`src/rtl/alu_arbiter_if.sv`:
```
// Requester-side bundle for alu_arbiter: operation handshake out, result handshake back.
interface alu_arbiter_if #(
    parameter int WIDTH = 32
);
    logic             req_valid;
    logic             req_ready;
    logic [WIDTH-1:0] rs1;
    logic [WIDTH-1:0] rs2;
    logic [3:0]       mode;
    logic             resp_valid;
    logic             resp_ready;
    logic [WIDTH-1:0] resp_data;
    logic             resp_err;

    modport master (
        output req_valid, rs1, rs2, mode, resp_ready,
        input  req_ready, resp_valid, resp_data, resp_err
    );

    modport slave (
        input  req_valid, rs1, rs2, mode, resp_ready,
        output req_ready, resp_valid, resp_data, resp_err
    );
endinterface

```
`src/rtl/alu_arbiter.sv`:
```
// Round-robin arbiter/sequencer sharing one registered ALU between two requesters.
// Grant in p0, operation in flight through the ALU in p1, result buffered in p2.
module alu_arbiter #(
    parameter int WIDTH = 32
) (
    input  logic             clk,
    input  logic             reset_n,
    alu_arbiter_if.slave     req0,
    alu_arbiter_if.slave     req1,
    output logic [WIDTH-1:0] alu_rs1,
    output logic [WIDTH-1:0] alu_rs2,
    output logic [3:0]       alu_mode,
    input  logic [WIDTH-1:0] alu_rd
);

    logic [1:0]       elig_p0;
    logic [1:0]       grant_p0;
    logic             last_grant;
    logic             inflight_vld_p1;
    logic             inflight_id_p1;
    logic             inflight_err_p1;
    logic [1:0]       resp_vld_p2;
    logic [1:0]       resp_err_p2;
    logic [1:0]       pop_p2;
    logic [WIDTH-1:0] resp_data_p2 [2];

    function automatic logic mode_illegal(input logic [3:0] mode);
        case (mode)
            4'b0000, 4'b1000, 4'b0001, 4'b0010, 4'b0011,
            4'b0100, 4'b0101, 4'b1101, 4'b0110, 4'b0111: mode_illegal = 1'b0;
            default:                                     mode_illegal = 1'b1;
        endcase
    endfunction

    // p0: eligibility, round-robin grant and operand steering
    always_comb begin
        elig_p0[0]  = req0.req_valid & ~resp_vld_p2[0] & ~(inflight_vld_p1 & ~inflight_id_p1);
        elig_p0[1]  = req1.req_valid & ~resp_vld_p2[1] & ~(inflight_vld_p1 &  inflight_id_p1);
        // On a tie the requester that did not win last time goes first
        grant_p0[0] = reset_n & elig_p0[0] & (~elig_p0[1] |  last_grant);
        grant_p0[1] = reset_n & elig_p0[1] & (~elig_p0[0] | ~last_grant);
    end

    always_comb begin
        alu_rs1  = '0;
        alu_rs2  = '0;
        alu_mode = 4'b1111;
        if (grant_p0[0]) begin
            alu_rs1  = req0.rs1;
            alu_rs2  = req0.rs2;
            alu_mode = req0.mode;
        end else if (grant_p0[1]) begin
            alu_rs1  = req1.rs1;
            alu_rs2  = req1.rs2;
            alu_mode = req1.mode;
        end
    end

    assign req0.req_ready = grant_p0[0];
    assign req1.req_ready = grant_p0[1];

    // p1: at most one operation in flight through the ALU register
    always_ff @(posedge clk or negedge reset_n) begin
        if (!reset_n) begin
            inflight_vld_p1 <= 1'b0;
            inflight_id_p1  <= 1'b0;
            inflight_err_p1 <= 1'b0;
            last_grant      <= 1'b1;
        end else begin
            inflight_vld_p1 <= |grant_p0;
            inflight_id_p1  <= grant_p0[1];
            inflight_err_p1 <= (|grant_p0) & mode_illegal(alu_mode);
            if (|grant_p0) begin
                last_grant <= grant_p0[1];
            end
        end
    end

    // p2: independent per-requester response buffers
    assign pop_p2[0] = resp_vld_p2[0] & req0.resp_ready;
    assign pop_p2[1] = resp_vld_p2[1] & req1.resp_ready;

    always_ff @(posedge clk or negedge reset_n) begin
        if (!reset_n) begin
            resp_vld_p2 <= '0;
            resp_err_p2 <= '0;
            for (int i = 0; i < 2; i++) begin
                resp_data_p2[i] <= '0;
            end
        end else begin
            for (int i = 0; i < 2; i++) begin
                if (inflight_vld_p1 && (inflight_id_p1 == 1'(i))) begin
                    resp_vld_p2[i]  <= 1'b1;
                    resp_data_p2[i] <= alu_rd;
                    resp_err_p2[i]  <= inflight_err_p1;
                end else if (pop_p2[i]) begin
                    resp_vld_p2[i] <= 1'b0;
                end
            end
        end
    end

    assign req0.resp_valid = resp_vld_p2[0];
    assign req0.resp_data  = resp_data_p2[0];
    assign req0.resp_err   = resp_err_p2[0];
    assign req1.resp_valid = resp_vld_p2[1];
    assign req1.resp_data  = resp_data_p2[1];
    assign req1.resp_err   = resp_err_p2[1];

endmodule

```
`src/flat_wrapper.sv`:
```
// flat-port wrapper written by rule: the top's interface ports become plain ports
module alu_arbiter_flat 
#(
    parameter int WIDTH = 32
)
  (clk, reset_n, alu_rs1, alu_rs2, alu_mode, alu_rd, req0_req_valid, req0_rs1, req0_rs2, req0_mode, req0_resp_ready, req0_req_ready, req0_resp_valid, req0_resp_data, req0_resp_err, req1_req_valid, req1_rs1, req1_rs2, req1_mode, req1_resp_ready, req1_req_ready, req1_resp_valid, req1_resp_data, req1_resp_err);
  alu_arbiter_if #(.WIDTH(WIDTH)) req0_i ();
  alu_arbiter_if #(.WIDTH(WIDTH)) req1_i ();
  input  logic clk;
  input  logic reset_n;
  output logic [WIDTH-1:0] alu_rs1;
  output logic [WIDTH-1:0] alu_rs2;
  output logic [3:0] alu_mode;
  input  logic [WIDTH-1:0] alu_rd;
  input wire logic [$bits(req0_i.req_valid)-1:0] req0_req_valid;
  input wire logic [$bits(req0_i.rs1)-1:0] req0_rs1;
  input wire logic [$bits(req0_i.rs2)-1:0] req0_rs2;
  input wire logic [$bits(req0_i.mode)-1:0] req0_mode;
  input wire logic [$bits(req0_i.resp_ready)-1:0] req0_resp_ready;
  output wire logic [$bits(req0_i.req_ready)-1:0] req0_req_ready;
  output wire logic [$bits(req0_i.resp_valid)-1:0] req0_resp_valid;
  output wire logic [$bits(req0_i.resp_data)-1:0] req0_resp_data;
  output wire logic [$bits(req0_i.resp_err)-1:0] req0_resp_err;
  input wire logic [$bits(req1_i.req_valid)-1:0] req1_req_valid;
  input wire logic [$bits(req1_i.rs1)-1:0] req1_rs1;
  input wire logic [$bits(req1_i.rs2)-1:0] req1_rs2;
  input wire logic [$bits(req1_i.mode)-1:0] req1_mode;
  input wire logic [$bits(req1_i.resp_ready)-1:0] req1_resp_ready;
  output wire logic [$bits(req1_i.req_ready)-1:0] req1_req_ready;
  output wire logic [$bits(req1_i.resp_valid)-1:0] req1_resp_valid;
  output wire logic [$bits(req1_i.resp_data)-1:0] req1_resp_data;
  output wire logic [$bits(req1_i.resp_err)-1:0] req1_resp_err;
  assign req0_i.req_valid = req0_req_valid;
  assign req0_i.rs1 = req0_rs1;
  assign req0_i.rs2 = req0_rs2;
  assign req0_i.mode = req0_mode;
  assign req0_i.resp_ready = req0_resp_ready;
  assign req0_req_ready = req0_i.req_ready;
  assign req0_resp_valid = req0_i.resp_valid;
  assign req0_resp_data = req0_i.resp_data;
  assign req0_resp_err = req0_i.resp_err;
  assign req1_i.req_valid = req1_req_valid;
  assign req1_i.rs1 = req1_rs1;
  assign req1_i.rs2 = req1_rs2;
  assign req1_i.mode = req1_mode;
  assign req1_i.resp_ready = req1_resp_ready;
  assign req1_req_ready = req1_i.req_ready;
  assign req1_resp_valid = req1_i.resp_valid;
  assign req1_resp_data = req1_i.resp_data;
  assign req1_resp_err = req1_i.resp_err;
  alu_arbiter #(.WIDTH(WIDTH)) u_core (.clk(clk), .reset_n(reset_n), .req0(req0_i), .req1(req1_i), .alu_rs1(alu_rs1), .alu_rs2(alu_rs2), .alu_mode(alu_mode), .alu_rd(alu_rd));
endmodule
```
`config.mk`:
```
export PLATFORM = sky130hd
export DESIGN_NAME = alu_arbiter_flat
export DESIGN_NICKNAME = d
export VERILOG_FILES = /design/src/rtl/alu_arbiter_if.sv /design/src/rtl/alu_arbiter.sv /design/src/flat_wrapper.sv
export SDC_FILE = /design/constraint.sdc
export NUM_CORES = 1
export LEC_CHECK = 0
export CAP_MARGIN = 25
export CORE_AREA = 2 2 121 123
export CTS_CLUSTER_DIAMETER = 150
export CTS_CLUSTER_SIZE = 14
export DETAILED_ROUTE_END_ITERATION = 7
export DIE_AREA = 0 0 123 125
export PLACE_DENSITY = 0.78
export SLEW_MARGIN = 0
export SYNTH_ARGS = -nofsm -noshare
export SYNTH_HDL_FRONTEND = slang
export SYNTH_SLANG_ARGS = --single-unit
export TNS_END_PERCENT = 5
```
`constraint.sdc`:
```
create_clock -name clk -period 3.4 [get_ports clk]
set_input_delay 1.02 -clock clk [delete_from_list [all_inputs] [get_ports clk]]
set_output_delay 1.02 -clock clk [all_outputs]
set_load 0.02 [all_outputs]
```
==> flow_summary.html <==
<table>
<tr><th>Metric</th><th>Value</th></tr>
<tr><th colspan="2">Logic synthesis</th></tr>
<tr><td>Number of register bits inferred by synthesis</td><td>72</td></tr>
<tr><td>Portion of the post-synthesis area used by sequential elements</td><td>52.1%</td></tr>
<tr><td>Most frequently used cell type in the post-synthesis netlist</td><td>sky130_fd_sc_hd__nand2_1</td></tr>
<tr><td>Top cells by count, synth</td><td>sky130_fd_sc_hd__nand2_1, sky130_fd_sc_hd__dfrtp_1, sky130_fd_sc_hd__a22o_1, sky130_fd_sc_hd__mux2_2, sky130_fd_sc_hd__clkbuf_1</td></tr>
<tr><td>Synthesized Nets</td><td>507</td></tr>
<tr><td>Async set-reset flop share out of synthesis</td><td>100%</td></tr>
<tr><td>Cell area after synthesis</td><td>0.00346 mm^2</td></tr>
<tr><td>Largest cells by area after synthesis</td><td>sky130_fd_sc_hd__dfrtp_1, sky130_fd_sc_hd__a22o_1, sky130_fd_sc_hd__nand2_1, sky130_fd_sc_hd__mux2_2, sky130_fd_sc_hd__buf_2</td></tr>
<tr><td>Number of enable flip-flop cells after synthesis</td><td>0</td></tr>
<tr><td>Per-instance average area after synthesis</td><td>10.4 um^2</td></tr>
<tr><td>Area share of the leading cell type in the synthesized netlist</td><td>51.3%</td></tr>
<tr><td>Biggest area consumer among synthesized cells</td><td>sky130_fd_sc_hd__dfrtp_1</td></tr>
<tr><td>Count of distinct cell types in the synthesized netlist</td><td>31</td></tr>
<tr><td>Yosys warning count</td><td>0</td></tr>
<tr><td>Post-Syn Instances</td><td>333</td></tr>
<tr><td>Most frequently used flop master after synthesis</td><td>sky130_fd_sc_hd__dfrtp_1</td></tr>
<tr><th colspan="2">Drt</th></tr>
<tr><td>Number of vias per cell after detailed routing</td><td>4.63</td></tr>
<tr><td>Routed Antenna Nets</td><td>0</td></tr>
<tr><td>Wire length per cell</td><td>19.7 um</td></tr>
<tr><td>1st-iter DRT viols</td><td>131</td></tr>
<tr><td>Drt pass-1 iters</td><td>4</td></tr>
<tr><td>DRC violation count after routing</td><td>0</td></tr>
<tr><td>Routed vias</td><td>3993</td></tr>
<tr><td>Final routed wirelength across all metal layers</td><td>17000 um</td></tr>
<tr><th colspan="2">CTS</th></tr>
<tr><td>Number of CTS-inserted buffers</td><td>9</td></tr>
<tr><td>Clock slew seen by the registers of the worst setup and hold paths</td><td>0.05 ns</td></tr>
<tr><td>Number of buffers on the longest clock path</td><td>2</td></tr>
<tr><td>Clock Tree Root</td><td>sky130_fd_sc_hd__clkbuf_16</td></tr>
<tr><td>CTS tree</td><td>built</td></tr>
<tr><td>Depth of the CTS H-tree</td><td>3</td></tr>
<tr><td>Number of buffers inserted for hold repair after clock tree synthesis</td><td>0</td></tr>
<tr><td>Number of clock sinks</td><td>72</td></tr>
<tr><td>Insertion delay to the later sink of the worst-skew pair</td><td>0.32 ns</td></tr>
<tr><th colspan="2">Power</th></tr>
<tr><td>Power per Cell Area</td><td>551 mW/mm^2</td></tr>
<tr><td>Worst voltage drop across the vdd grid</td><td>381 uV</td></tr>
<tr><td>Leak</td><td>3.42 nW</td></tr>
<tr><th colspan="2">Layout</th></tr>
<tr><td>Final cell count without fillers</td><td>862</td></tr>
<tr><td>Area overhead of the layout relative to synthesis</td><td>122%</td></tr>
<tr><td>Antenna cells</td><td>0</td></tr>
<tr><td>Final net count</td><td>848</td></tr>
<tr><td>Utilization of the core after routing</td><td>54.2%</td></tr>
<tr><td>Fraction of layout cells with a size suffix above 1</td><td>25.8%</td></tr>
<tr><th colspan="2">Setup path</th></tr>
<tr><td>WS Path Type</td><td>input port to primary output</td></tr>
<tr><td>Capturing element type of the critical path</td><td>primary output</td></tr>
<tr><td>Largest fanout on the critical path</td><td>6</td></tr>
<tr><td>Critical R2R Launch</td><td>u_core.inflight_vld_p1</td></tr>
<tr><td>Crit start category</td><td>input port</td></tr>
<tr><td>Reg-to-reg setup timing slack</td><td>1.26 ns</td></tr>
<tr><td>Worst setup path startpoint</td><td>req0_req_valid</td></tr>
<tr><td>Endpoint arrival time on the critical path</td><td>2.50 ns</td></tr>
<tr><td>Required time at the worst-slack endpoint</td><td>2.38 ns</td></tr>
<tr><th colspan="2">Global routing</th></tr>
<tr><td>Antenna violations before repair</td><td>1</td></tr>
<tr><td>Total GRT Usage</td><td>21.3%</td></tr>
<tr><td>Via count of the first global-routing pass</td><td>4268</td></tr>
<tr><td>Pin count of the biggest net entering global routing</td><td>61</td></tr>
<tr><td>Global-route wire length before repair</td><td>24800 um</td></tr>
<tr><td>Gr ovfl total</td><td>0</td></tr>
<tr><th colspan="2">Timing</th></tr>
<tr><td>Maximum clock frequency</td><td>284 MHz</td></tr>
<tr><td>Final Skew</td><td>0.00458 ns</td></tr>
<tr><td>Period utilization</td><td>104%</td></tr>
<tr><td>Final worst-path setup slack</td><td>-0.121 ns</td></tr>
<tr><td>Shortest period the worst path allows</td><td>3.52 ns</td></tr>
<tr><td>Final setup violating endpoints</td><td>64</td></tr>
<tr><td>Least-Margin Pin Slew</td><td>0.774 ns</td></tr>
<tr><td>Slew headroom</td><td>48.4%</td></tr>
<tr><td>Max Slew Vio Count</td><td>0</td></tr>
<tr><td>Number of endpoints with negative hold slack in the final report</td><td>0</td></tr>
<tr><td>Worst hold margin</td><td>0.471 ns</td></tr>
<tr><td>Setup repair after global routing missed its margin</td><td>yes</td></tr>
<tr><th colspan="2">Placed design</th></tr>
<tr><td>Final weighted congestion in routability-driven placement</td><td>0.892</td></tr>
<tr><td>Placement-stage worst setup slack</td><td>-0.920 ns</td></tr>
<tr><td>Post-DP HPWL</td><td>12600 um</td></tr>
<tr><td>PortBufs</td><td>311</td></tr>
<tr><td>Count of placed standard cells including taps</td><td>829</td></tr>
<tr><th colspan="2">Floorplan</th></tr>
<tr><td>Area of the core</td><td>0.0142 mm^2</td></tr>
<tr><td>Die X-Extent</td><td>123 um</td></tr>
<tr><td>Standard-cell rows</td><td>44</td></tr>
<tr><td>Starting utilization of the core area</td><td>24.4%</td></tr>
<tr><td>Ports</td><td>312</td></tr>
<tr><td>Die area</td><td>0.0154 mm^2</td></tr>
<tr><td>Vertical die dimension</td><td>125 um</td></tr>
<tr><th colspan="2">Hold path</th></tr>
<tr><td>Worst Hold Launch</td><td>u_core.inflight_err_p1</td></tr>
<tr><td>Type of the worst min-delay path</td><td>flop to flop</td></tr>
<tr><th colspan="2">Status</th></tr>
<tr><td>Outcome</td><td>finished, violations left</td></tr>
<tr><td>Violations in the final reports</td><td>negative setup slack</td></tr>
<tr><th colspan="2">Flow run</th></tr>
<tr><td>Number of maximum-capacitance violations</td><td>0</td></tr>
</table>
[path summary, 6_finish.rpt]
| path | cells after the start | to |
|---|---|---|
| setup / recovery | 9 | alu_rs1[10] |
| min in group asynchronous | 2 | u_core.resp_err_p2[0] |
| setup reg to reg | 7 | u_core.inflight_err_p1 |
| hold / removal | 2 | u_core.resp_err_p2[0] |
| hold reg to reg | 2 | u_core.resp_err_p2[0] |
| max in group asynchronous | 3 | u_core.req0.resp_data[21] |
[cell families after synthesis]
group,share of synthesized area [%]
simple gates,14.9
compound gates,18.5
flops,52.1
mux,10.7
buf+inv,3.87
[flip-flops by register name, summed over array words and instances (netlist names)]
name and count:
u_core.resp_err_p2 2, u_core.resp_vld_p2 2, u_core.req0.resp_data 32, u_core.inflight_err_p1 1, u_core.last_grant 1, u_core.inflight_vld_p1 1, u_core.inflight_id_p1 1, u_core.req1.resp_data 32
[cells in the final DEF (no fill, tap or decap), types with 7 or more instances in the layout]
master / count
sky130_fd_sc_hd__buf_4: 24
sky130_fd_sc_hd__buf_6: 71
sky130_fd_sc_hd__clkbuf_16: 9
sky130_fd_sc_hd__buf_12: 7
sky130_fd_sc_hd__buf_16: 8
sky130_fd_sc_hd__clkdlybuf4s50_1: 238
sky130_fd_sc_hd__mux2_2: 33
sky130_fd_sc_hd__dfrtp_1: 71
sky130_fd_sc_hd__nand2_1: 104
sky130_fd_sc_hd__a22o_1: 63
[routing by layer]
metal  wire [um]  global-route usage, %
met5          11                      0
met3        1690                   8.67
met1        7010                   26.1
met4         201                   3.94
met2        8060                   35.6
[what timing repair did]
| item | CTS | global route |
|---|---|---|
| resized for setup | 431 | 7 |
| endpoints found under the setup margin | 70 | 68 |
| gates cloned | 8 | 0 |
| buffers inserted | 13 | 1 |
| pin swaps | 65 | 7 |
[report_power, final]
group	leakage, nW	switching (mW)	total [mW]	internal (mW)
logic	2.41	0.949	2.07	1.12
clock network	0.134	0.352	0.882	0.531
registers	0.873	0.157	1.29	1.13
[final cells by class]
type	count	area (um^2)
Fill cell	1213	6510
Timing Repair Buffer	355	3770
Sequential cell	72	1800
Multi-Input combinational cell	231	1590
Clock buffer	11	253
Tap cell	184	230
Clock inverter	4	28.8
Inverter	5	18.8
[per-stage QoR]
step | total power, mW | area (um^2) | setup TNS, ns
6_report | 4.24 | 7690 | -4.61
5_1_grt | 4.45 | 7690 | -7.28
4_1_cts | 4.29 | 7710 | -7.94
3_5_place_dp | 3.23 | 6970 | -60.39
3_3_place_gp | 3.18 | 6940 | -58.40
2_1_floorplan | 2.13 | 3460 | 0
[worst max-delay path, stage by stage]
cell and delay, ns:
sky130_fd_sc_hd__buf_6 0.09, sky130_fd_sc_hd__and4bb_1 0.20, sky130_fd_sc_hd__or3_4 0.39, sky130_fd_sc_hd__nor2_4 0.11, sky130_fd_sc_hd__buf_6 0.14, sky130_fd_sc_hd__buf_12 0.12, sky130_fd_sc_hd__buf_16 0.11, sky130_fd_sc_hd__a22o_1 0.18
sky130_fd_sc_hd__buf_6 0.13
Power figures use the tool's default switching activity.
